[config.mk]
export PLATFORM = sky130hd
export DESIGN_NAME = div_unit
export DESIGN_NICKNAME = d
export VERILOG_FILES = /design/src/rtl/div_unit_pkg.sv /design/src/rtl/div_step.sv /design/src/rtl/div_unit.sv
export SDC_FILE = /design/constraint.sdc
export NUM_CORES = 1
export LEC_CHECK = 0
export BUFFER_PORTS_ARGS = -buffer_cell sky130_fd_sc_hd__buf_2
export CAP_MARGIN = 25
export CELL_PAD_IN_SITES_DETAIL_PLACEMENT = 0
export CELL_PAD_IN_SITES_GLOBAL_PLACEMENT = 2
export CORE_UTILIZATION = 39
export CTS_CLUSTER_DIAMETER = 30
export DETAILED_ROUTE_END_ITERATION = 8
export PLACE_DENSITY = 0.86
export SYNTH_ARGS = -nofsm -noshare
export SYNTH_HDL_FRONTEND = slang
export SYNTH_SLANG_ARGS = --single-unit
[constraint.sdc]
create_clock -name clk -period 12.2 [get_ports clk]
set_clock_uncertainty 0.2 [all_clocks]
set_input_delay 0.61 -clock clk [delete_from_list [all_inputs] [get_ports clk]]
set_output_delay 0.61 -clock clk [all_outputs]
set_load 0.005 [all_outputs]
[src/rtl/div_unit_pkg.sv]
// Shared definitions for the sequential signed divider: default width,
// FSM state encoding and the iteration-counter sizing helper.
package div_unit_pkg;

    localparam int DIV_WIDTH = 32;

    typedef enum logic [1:0] {
        IDLE = 2'd0,
        RUN  = 2'd1,
        FIX  = 2'd2
    } divState_t;

    // Counter must be able to hold WIDTH itself, hence the extra bit.
    function automatic int cntBits(input int w);
        return $clog2(w) + 1;
    endfunction

endpackage

[src/rtl/div_step.sv]
// One radix-2 restoring division step on magnitudes: shift {R,Q} left by one,
// subtract the divisor when it fits and record the quotient bit.
module div_step
    import div_unit_pkg::*;
#(
    parameter int WIDTH = DIV_WIDTH
) (
    input  logic [WIDTH:0]   remIn,
    input  logic [WIDTH-1:0] quoIn,
    input  logic [WIDTH-1:0] divisor,
    output logic [WIDTH:0]   remOut,
    output logic [WIDTH-1:0] quoOut
);

    logic [WIDTH:0] shifted;
    logic           fits;

    // A set top bit in remIn means the shifted value exceeds any divisor.
    assign shifted = {remIn[WIDTH-1:0], quoIn[WIDTH-1]};
    assign fits    = remIn[WIDTH] | (shifted >= {1'b0, divisor});
    assign remOut  = fits ? (shifted - {1'b0, divisor}) : shifted;
    assign quoOut  = {quoIn[WIDTH-2:0], fits};

endmodule

[src/rtl/div_unit.sv]
// Sequential signed divider for the HI/LO path: low = A/B (truncated toward
// zero), hi = A%B (sign of dividend); WIDTH restoring steps plus a sign fix.
module div_unit
    import div_unit_pkg::*;
#(
    parameter int WIDTH = DIV_WIDTH
) (
    input  logic             clk,
    input  logic             reset,
    input  logic             divInit,
    input  logic [WIDTH-1:0] value_A,
    input  logic [WIDTH-1:0] value_B,
    output logic             busy,
    output logic             divDone,
    output logic             divZero,
    output logic [WIDTH-1:0] hi,
    output logic [WIDTH-1:0] low
);

    localparam int CW = cntBits(WIDTH);

    divState_t        state;
    divState_t        stateNext;
    logic [CW-1:0]    count;
    logic             signA;
    logic             signB;
    logic [WIDTH-1:0] magB;
    logic [WIDTH:0]   rem;
    logic [WIDTH-1:0] quo;
    logic [WIDTH:0]   remNext;
    logic [WIDTH-1:0] quoNext;
    logic [WIDTH-1:0] absA;
    logic [WIDTH-1:0] absB;
    logic             divByZero;
    logic             lastStep;

    // MIN_INT negates to itself, which read unsigned is exactly 2^(WIDTH-1).
    assign absA      = value_A[WIDTH-1] ? (~value_A + 1'b1) : value_A;
    assign absB      = value_B[WIDTH-1] ? (~value_B + 1'b1) : value_B;
    assign divByZero = (value_B == '0);
    assign lastStep  = (count == CW'(WIDTH - 1));

    div_step #(
        .WIDTH (WIDTH)
    ) u_step (
        .remIn   (rem),
        .quoIn   (quo),
        .divisor (magB),
        .remOut  (remNext),
        .quoOut  (quoNext)
    );

    always_ff @(posedge clk or posedge reset) begin
        if (reset) begin
            state <= IDLE;
        end else begin
            state <= stateNext;
        end
    end

    always_comb begin
        stateNext = state;
        case (state)
            IDLE:    if (divInit && !divByZero) stateNext = RUN;
            RUN:     if (lastStep) stateNext = FIX;
            FIX:     stateNext = IDLE;
            default: stateNext = IDLE;
        endcase
    end

    // Done/zero flags are single-cycle pulses; results stay held until the
    // next completed division overwrites them.
    always_ff @(posedge clk or posedge reset) begin
        if (reset) begin
            count   <= '0;
            signA   <= 1'b0;
            signB   <= 1'b0;
            magB    <= '0;
            rem     <= '0;
            quo     <= '0;
            hi      <= '0;
            low     <= '0;
            busy    <= 1'b0;
            divDone <= 1'b0;
            divZero <= 1'b0;
        end else begin
            divDone <= 1'b0;
            divZero <= 1'b0;
            case (state)
                IDLE: begin
                    if (divInit) begin
                        if (divByZero) begin
                            divDone <= 1'b1;
                            divZero <= 1'b1;
                        end else begin
                            signA <= value_A[WIDTH-1];
                            signB <= value_B[WIDTH-1];
                            magB  <= absB;
                            quo   <= absA;
                            rem   <= '0;
                            count <= '0;
                            busy  <= 1'b1;
                        end
                    end
                end
                RUN: begin
                    rem   <= remNext;
                    quo   <= quoNext;
                    count <= count + 1'b1;
                end
                FIX: begin
                    low     <= (signA ^ signB) ? (~quo + 1'b1) : quo;
                    hi      <= signA ? (~rem[WIDTH-1:0] + 1'b1) : rem[WIDTH-1:0];
                    divDone <= 1'b1;
                    busy    <= 1'b0;
                end
                default: begin
                    busy <= 1'b0;
                end
            endcase
        end
    end

endmodule

# Yosys cells after proc, flatten, opt, wreduce, memory -nomap -nowiden

Cells that the tools add are included.

Equal/unequal tests: 7
Muxes and demuxes: 24
Bitwise operators: 8
Magnitude comparators: 1
Add/sub/neg operators: 6
Reductions and logical operators: 9

Operator list:

| cell                                                            | count |
|---|---|
| 32-bit 2-to-1 mux                                               | 6 |
| 32-bit by 1-bit adder with 32-bit output, second input constant | 4 |
| 32-bit NOT                                                      | 4 |
| 33-bit 2-to-1 mux                                               | 3 |
| 33-bit one-hot mux with 2 select lines                          | 1 |
| 32-bit one-hot mux with 2 select lines                          | 1 |
| 33-bit by 32-bit >= comparator with 1-bit output                | 1 |
| 33-bit by 32-bit subtractor with 33-bit output                  | 1 |
| 32-bit zero test                                                | 1 |
| 6-bit 2-to-1 mux                                                | 2 |
| 6-bit one-hot mux with 2 select lines                           | 1 |
| 3-bit AND reduction                                             | 3 |
| 2-bit != test, second input constant                            | 4 |
| 6-bit by 1-bit adder with 6-bit output, second input constant   | 1 |
| 6-bit by 5-bit == test with 1-bit output, second input constant | 1 |
| 1-bit 2-to-1 mux                                                | 5 |
| 2-bit 2-to-1 mux                                                | 2 |
| 1-bit one-hot mux with 2 select lines                           | 2 |
| 2-bit one-hot mux with 2 select lines                           | 1 |
| 2-bit by 1-bit == test with 1-bit output, second input constant | 1 |
| 2-bit == test, second input constant                            | 1 |
| 2-bit zero test                                                 | 1 |
| 1-bit NOT                                                       | 2 |
| 2-bit AND reduction                                             | 1 |
| 5 further kinds                                                 | 5 |

Output and inout port bits: 67
Register bits after elaboration: 174
Word-level logic and storage cells: 67

# Longest topological paths before layout

Gate-level depths: netlist of run 1.

Depth in word-level cells: 6
Gate-level depth with buffers: 13

# Cells and area by module

Synthesis of run 1 repeated with hierarchy kept, for this count alone.

Cells, all modules: 1429
Area total of the unflattened synthesis: 11885.1 um^2

Modules (own cells, without submodules):

| module   | area an instance (um^2) | instances | cells an instance |
|---|---|---|---|
| div_unit | 9386.5                  | 1         | 1056 |
| div_step | 2498.6                  | 1         | 373 |

# Least setup slack after synthesis of run 1

No wires, ideal clock.

Path kind: in2reg
Start: in value_A[20]
End: reg quo[29]
Stages on the path: 8
Data arrival time: 2735 ps
Buffers on the path: 0
Slack: 9182 ps
Required time: 11917 ps
Library setup time: 83 ps
Cells stage by stage: or4_4 or4_1 or3b_1 or2_1 o41ai_2 xnor2_1 o22ai_1 o21ai_0

Cells in the longest elaborated chain, start to end: 6

Ends and longest elaborated chain:

| what                                     | line            | RTL |
|---|---|---|
| start: declaration                       | div_unit.sv:11  | `input logic [WIDTH-1:0] value_A,` |
| 32-bit NOT                               | div_unit.sv:38  | `assign absA = value_A[WIDTH-1] ? (~value_A + 1'b1) : value_A;` |
| 32-bit by 1-bit adder with 32-bit output | div_unit.sv:38  |  |
| 32-bit 2-to-1 mux                        | div_unit.sv:38  |  |
| 32-bit 2-to-1 mux                        | div_unit.sv:92  | `if (divByZero) begin` |
| 32-bit 2-to-1 mux                        | div_unit.sv:91  | `if (divInit) begin` |
| 32-bit one-hot mux with 2 select lines   | div_unit.sv:89  | `case (state)` |
| end signal: assignment                   | div_unit.sv:99  | `quo <= absA;` |
| end signal: assignment                   | div_unit.sv:108 | `quo <= quoNext;` |
| end: declaration                         | div_unit.sv:29  | `logic [WIDTH-1:0] quo;` |

No other way between the ends. The select of a mux whose other input is x is not followed.
A chain may end at the register's enable or synchronous reset.

# Worst setup path in the final report of run 1

Start: in value_B[3]
End: reg quo[21]

Cells in the longest elaborated chain, start to end: 3

Ends and longest elaborated chain:

| what                                 | line           | RTL |
|---|---|---|
| start: declaration                   | div_unit.sv:12 | `input logic [WIDTH-1:0] value_B,` |
| 32-bit zero test                     | div_unit.sv:40 | `assign divByZero = (value_B == '0);` |
| 2-bit != test (no source line)       | --             |  |
| 3-bit AND reduction (no source line) | --             |  |

No other way between the ends.

==> results of run 1 <==
[kinds of logic after synthesis]
kind of cell / after synthesis / share of synthesized area
compound gates: 411 / 0.217
xor+xnor: 151 / 0.117
fa+ha+maj: 38 / 0.0428
buf+inv: 137 / 0.0472
flops: 174 / 0.386
mux: 27 / 0.0244
simple gates: 398 / 0.165
[power by group]
| part | internal, mW | switching (mW) | total, mW |
|---|---|---|---|
| Combinational | 0.704 | 0.897 | 1.60 |
| Clock | 0.312 | 0.238 | 0.550 |
| Sequential | 0.827 | 0.270 | 1.10 |
| Total | 1.84 | 1.41 | 3.25 |
[through the flow]
stage	instance area, sq um	util	setup WS (ps)	instances
after floorplan	11300	-	6670	1336
final	12900	0.459	8040	1815
after detailed placement	12300	0.438	7570	1783
after global placement	12200	0.436	7740	1781
after global routing	12900	0.459	7810	1815
after CTS	12900	0.459	8000	1815
[cells in the final DEF (no fill, tap or decap), drive strengths merged, types with 6 or more instances in the layout]
cell / count
buf: 147
mux2i: 23
nand2: 203
o22ai: 11
clkbuf: 19
ha: 37
a32oi: 11
a31oi: 6
dfrtp: 174
nor3: 16
o31ai: 31
a211oi: 6
or4: 11
a21oi: 64
nand2b: 12
inv: 64
xnor2: 76
or3: 13
nor4: 16
o21ai: 213
nand4: 12
o41ai: 17
o211ai: 8
nand3: 20
o21a: 8
xor2: 75
a21o: 13
nor2: 66
[worst min path at each step]
stage	to	slack (ps)
6_report	low[30]$_DFFE_PP0P_	30
5_1_grt	low[26]$_DFFE_PP0P_	60
4_1_cts	low[26]$_DFFE_PP0P_	40
3_5_place_dp	low[19]$_DFFE_PP0P_	260
3_3_place_gp	low[19]$_DFFE_PP0P_	260
2_1_floorplan	rem[32]$_DFFE_PP0P_	240
[registers in the layout, indices dropped and copies added, names as in the netlist]
signal and count:
divZero 1, signA 1, magB 32, low 32, divDone 1, signB 1, state 2, busy 1
quo 32, rem 33, count 6, hi 32
[per-layer routing]
layer / global-route usage / up-vias
met5: 0 / -
met4: 0.0442 / 0
met3: 0.0325 / 18
met2: 0.305 / 238
met1: 0.317 / 4493
li1: - / 4904
[cell type report]
class                           count  area, sq um
Sequential cell                   174         4350
Fill cell                        2863        15200
Clock buffer                       19          443
Timing Repair Buffer              147          811
Tap cell                          378          473
Inverter                           59          226
Multi-Input combinational cell   1025         6430
Clock inverter                     13          153
==> key figures, run 1 <==
Critical path
  • R2r setup slk: about 8400 ps
  • Worst setup endpoint: quo[21]$_DFFE_PP0P_
  • Crit-path slowest cell: buf_4
  • Crit path cell chain: buf_2 > or4_1 > nor4_1 > nand4_1 > o41ai_1 > a21o_2 > buf_4 > a221oi_1 > a21o_1
  • Arr. time, crit path: ~4300 ps
  • Crit path launch: value_B[3]
  • CP peak stage delay: ~670 ps
  • Crit start category: primary input
  • Worst path required time: between 10,000 and 15,000 ps
  • Critical path buffers and inverters: 2
  • Maximum net fanout on the critical path: a little under 80
  • Worst r2r src: rem[24]$_DFFE_PP0P_
  • R2R cell count: 10
  • Total number of cells along the worst setup path: 9
  • Critical path's top delay family: compound AO/OA/AOI/OAI gates
  • R2r endpoint: rem[12]$_DFFE_PP0P_
  • Crit Path Class: in2reg
  • Endpoint class of the critical path: flop

Route
  • Drt initial violations: a little under 600
  • Total Routed Length: between 30 and 40 mm
  • Routed wire per std cell: between 15 and 20 um
  • Met3 routed WL: about 1.5 mm
  • Met1 Routed Length: ~15 mm
  • Drt first pass iters: 5
  • Drt drc: 0
  • Met2 wire length: roughly 13 mm
  • Routed via count: 9,653
  • Final ANT Viol Nets: 0
  • Drt via density: about 5.3
  • Uppermost layer routed: met4

Global route
  • Grt total ovfl: 0
  • Total GRT Usage: 0.207
  • Global-route wire length before repair: ~48 mm
  • Largest net degree at the start of global routing: 84
  • Vias in the first global route: roughly 8,800
  • Antenna violations before repair: 0

Yosys
  • Synth unique cells: 62
  • Syn Nets: between 1,000 and 1,500
  • Post-synth ARST share: 1.00
  • Post-synth EDFFs: 0
  • Yosys top cell by area: dfrtp_1
  • Commonest cells post-synth: o21ai_0, nand2_1, dfrtp_1
  • Synth Instances: about 1,300
  • Sequential fraction of the synthesis area: 0.386
  • Top post-synthesis cells by area: dfrtp_1, o21ai_0, nand2_1
  • Syn Area/Cell: 8.44 sq um
  • #FFs+latches synth: 174
  • Top cell type's share of synthesized area: 0.386
  • Warnings, synthesis: 0
  • Post-synth top flop: dfrtp_1
  • Cell area after synthesis: 11,300 sq um
  • Top-count cell post-synth: o21ai_0

Timing
  • TNS Setup: 0 ps
  • Slew @ Worst Pin: 799 ps
  • RSZ-0062 raised after global routing: no
  • Worst slew margin: 0.467
  • Final Cycle Share: 0.341
  • Max Clk Rate: between 200 and 250 MHz
  • # setup viols final: 0
  • WHS: about 34 ps
  • Hold Vio Cnt, Final: 0
  • Post-route minimum period: approximately 4200 ps
  • Slew Limit Fails: 0

Floorplan
  • Initial Util: 0.402
  • Die area: approximately 30,000 sq um
  • FP Rows: 61
  • I/O pin cnt: between 100 and 150
  • Die W: roughly 170 um
  • Total core area: around 28,000 sq um
  • Die Ht: 172 um

Finish
  • Antenna Diode Count: 0
  • Nets: between 1,500 and 2,000
  • Area Overhead vs Synth: 14.3%
  • Fraction of layout cells with a size suffix above 1: 0.138

Placement
  • Gpl congestion: between 0.8 and 0.9
  • Dpl hpwl: about 23 mm
  • PortBufs: roughly 130

CTS
  • TritonCTS clock tree: done
  • Total CTS buffers: 17
  • CTS H-tree lvls: 4
  • CTS resizes: 0
  • Clock sink count: 174
  • Hold Buf Count CTS: 0
  • Clock latency on the worst-skew pair: 430 ps
  • Max Buffers Root-to-Sink: 2
  • Clock slew at reported path FFs: 70 ps
  • Root buf cell: clkbuf_16
  • Post-CTS Setup Inserts: 0

Pwr
  • Maximum VDD drop: between 100 and 150 uV
  • Total power: 3.25 mW
  • Leakage: 5.47 nW
  • Power Density: around 250 nW/um^2

Worst hold path
  • HP Class: in2async

Status
  • Outcome: completed

Job
  • Number of max-cap violations: 0
(Power assumes the default switching activity.)
==> run 2, diff against run 1 <==
CORE_UTILIZATION = 32   (was 39)
PLACE_DENSITY = 0.75   (was 0.86)
clock period = 3.4 ns   (was 12.2 ns; I/O delays follow)
==> key figures, run 2 (synthesized netlist as in run 1, its figures left out) <==
Status
  • Outcome: completed

Finish
  • Fin area: 13,900 sq um (+7.8%)
  • Most frequent cells in the layout: o21ai_0, nand2_1, dfrtp_1
  • Largest register FFs: 33 (unchanged)
  • Non-filler cells, final: 1,989 (+9.6%)
  • Commonest non-fill, non-tap cell in the layout: o21ai_0
  • Fillcell total: 3,570 (+25%)
  • Top reg by flops: rem
  • Final core occ: 0.401 (-0.0576)
  • Fraction of layout cells with a size suffix above 1: 0.164 (+0.0252)
  • Nets: 1,625 (+6.3%)
  • Area Overhead vs Synth: 23.2%

Critical path
  • Endpoint class of the critical path: flop
  • Worst r2r src: rem[23]$_DFFE_PP0P_
  • R2r setup slk: 170 ps (-8230 ps)
  • Worst setup endpoint: rem[31]$_DFFE_PP0P_
  • R2R cell count: 9 (-1)
  • Maximum net fanout on the critical path: 9 (-88%)
  • Crit path launch: rem[23]$_DFFE_PP0P_
  • Crit Path Class: reg2reg
  • Worst path required time: 3490 ps (-8830 ps)
  • R2r endpoint: rem[31]$_DFFE_PP0P_
  • Crit start category: flop
  • Arr. time, crit path: 3310 ps (-960 ps)

Pwr
  • Sequential Power Share: 0.309 (-0.029)
  • Leakage: 5.91 nW (+8.2%)
  • NetSw: 5.22 mW (+270%)
  • Maximum VDD drop: 413 uV (+260%)
  • Switching share of power: 0.428 (-0.00459)
  • Power Density: 877 nW/um^2 (+250%)
  • Clock share of power: 0.166 (-0.003)
  • Pint: 6.97 mW (+280%)
  • Logic gate share of total power: 0.525 (+0.032)

Route
  • Final ANT Viol Nets: 0 (unchanged)
  • Routed wire per std cell: 16.0 um (-3.0%)
  • Drt first pass iters: 5 (unchanged)
  • Routed via count: 9,948 (+3.1%)
  • Drt via density: 5.00 (-6.0%)
  • Drt initial violations: 582 (+0.34%)
  • Drt drc: 0 (unchanged)
  • Total Routed Length: 31.9 mm (+6.3%)

Global route
  • Grt total ovfl: 0 (unchanged)
  • Antenna violations before repair: 0 (unchanged)
  • Total GRT Usage: 0.181 (-0.0266)
  • Global-route wire length before repair: 51.7 mm (+7.6%)
  • Vias in the first global route: 9,580 (+9.3%)
  • Largest net degree at the start of global routing: 94 (+12%)

Timing
  • Slew @ Worst Pin: 853 ps (+53.2 ps)
  • Max Clk Rate: between 300 and 400 MHz
  • Slew Limit Fails: 0 (unchanged)
  • Worst slew margin: 0.430 (-0.0367)
  • TNS Setup: 0 ps (unchanged)
  • RSZ-0062 raised after global routing: yes
  • Hold Vio Cnt, Final: 0 (unchanged)
  • # setup viols final: 0 (unchanged)
  • Final Cycle Share: 0.949
  • Post-route minimum period: between 3000 and 4000 ps

CTS
  • Clock latency on the worst-skew pair: 430 ps (about the same)
  • Max Buffers Root-to-Sink: 2 (unchanged)
  • Post-CTS Setup Inserts: 0 (unchanged)
  • CTS H-tree lvls: 4 (unchanged)
  • TritonCTS clock tree: done
  • Clock sink count: 174 (unchanged)
  • Root buf cell: clkbuf_16
  • Clock slew at reported path FFs: 70 ps (about the same)
  • Total CTS buffers: 17 (unchanged)

Floorplan
  • I/O pin cnt: 134 (unchanged)
  • Initial Util: 0.326 (-0.0758)
  • Total core area: 34,600 sq um (+23%)
  • Die W: 190 um (+10%)
  • Die Ht: 190 um (+10%)
  • FP Rows: 68 (+11%)
  • Die area: 36,000 sq um (+22%)

Placement
  • Dpl cell area: 12,800 sq um (+3.8%)
  • Placed cell count: 1,906 (+6.9%)
  • Dpl hpwl: 24.2 mm (+7.0%)
  • Gpl congestion: 0.829 (-7.3%)
  • PortBufs: 133 (unchanged)

Job
  • Number of max-cap violations: 0 (unchanged)

Worst hold path
  • HP Class: in2reg
## run 2: cell count changes in the layout (fill, tap and decap cells not counted), moves of 2 or more
| cell | before | now |
|---|---|---|
| buf_12 | 0 | 5 |
| nor4_1 | 14 | 12 |
| nor4_2 | 1 | 3 |
| dlygate4sd3_1 | 0 | 50 |
| buf_4 | 12 | 55 |
| buf_16 | 2 | 0 |
## run 2: layer usage
| metal | vias up | share of wire | global-route usage |
|---|---|---|---|
| li1 | 5087 | - | - |
| met1 | 4666 | 0.51 | 0.261 |
| met2 | 182 | 0.45 | 0.286 |
| met3 | 13 | 0.034 | 0.0267 |
| met4 | 0 | 0.0076 | 0.0357 |
| met5 | - | 0 | 0 |
## run 2: worst min path at each step
stage,end,cells after the start,from,slack (ps)
3_5_place_dp,low[26]$_DFFE_PP0P_,2,reset,170
2_1_floorplan,divZero$_DFF_PP0_,2,divInit,110
6_report,quo[3]$_DFFE_PP0P_,5,value_A[3],10
3_3_place_gp,low[26]$_DFFE_PP0P_,2,reset,160
4_1_cts,quo[6]$_DFFE_PP0P_,5,value_A[6],0.5
5_1_grt,quo[16]$_DFFE_PP0P_,5,value_A[16],40
## run 2: through the flow
step / hold WS, ps / power, mW / setup WS [ps]
global route: 43.6 / 13.3 / -1.48
global placement: 161 / 10.1 / 121
detailed placement: 169 / 10.2 / 97.2
finish: 11.8 / 12.2 / 173
CTS: 0.483 / 12.3 / 78.8
floorplan: 113 / 7.90 / 480
## run 2: worst max-delay path, cell delays in order, from the launching register on
cell	delay, ps
dfrtp_1	510
ha_2	400
and3_1	270
nand2_1	150
inv_1	50
a221oi_1	350
nand3_2	230
a31oi_4	290
nand2b_1	430
o221ai_1	200
## run 2: area by class of cell
cell class                      instances  area [sq um]  area share
Multi-Input combinational cell       1025          6460       0.465
Sequential cell                       174          4350       0.313
Timing Repair Buffer                  243          1680       0.121
Tap cell                              455           569      0.0410
Clock buffer                           20           457      0.0329
Inverter                               59           225      0.0162
Clock inverter                         12           146      0.0105
Antenna cell                            1          2.50    0.000180
## run 2: power by group through the flow
stage | combinational [mW] | clock [mW] | sequential, mW
2_1_floorplan | 4.22 | 0 | 3.68
3_3_place_gp | 6.31 | 0 | 3.78
3_5_place_dp | 6.36 | 0 | 3.81
4_1_cts | 6.43 | 2.09 | 3.77
5_1_grt | 7.24 | 2.17 | 3.89
6_report | 6.40 | 2.03 | 3.77
## run 2: repair_timing
action,CTS,global route
hold endpoints to repair,79,0
gates resized for setup,0,6
endpoints found under the setup margin,0,52
hold buffers,50,0
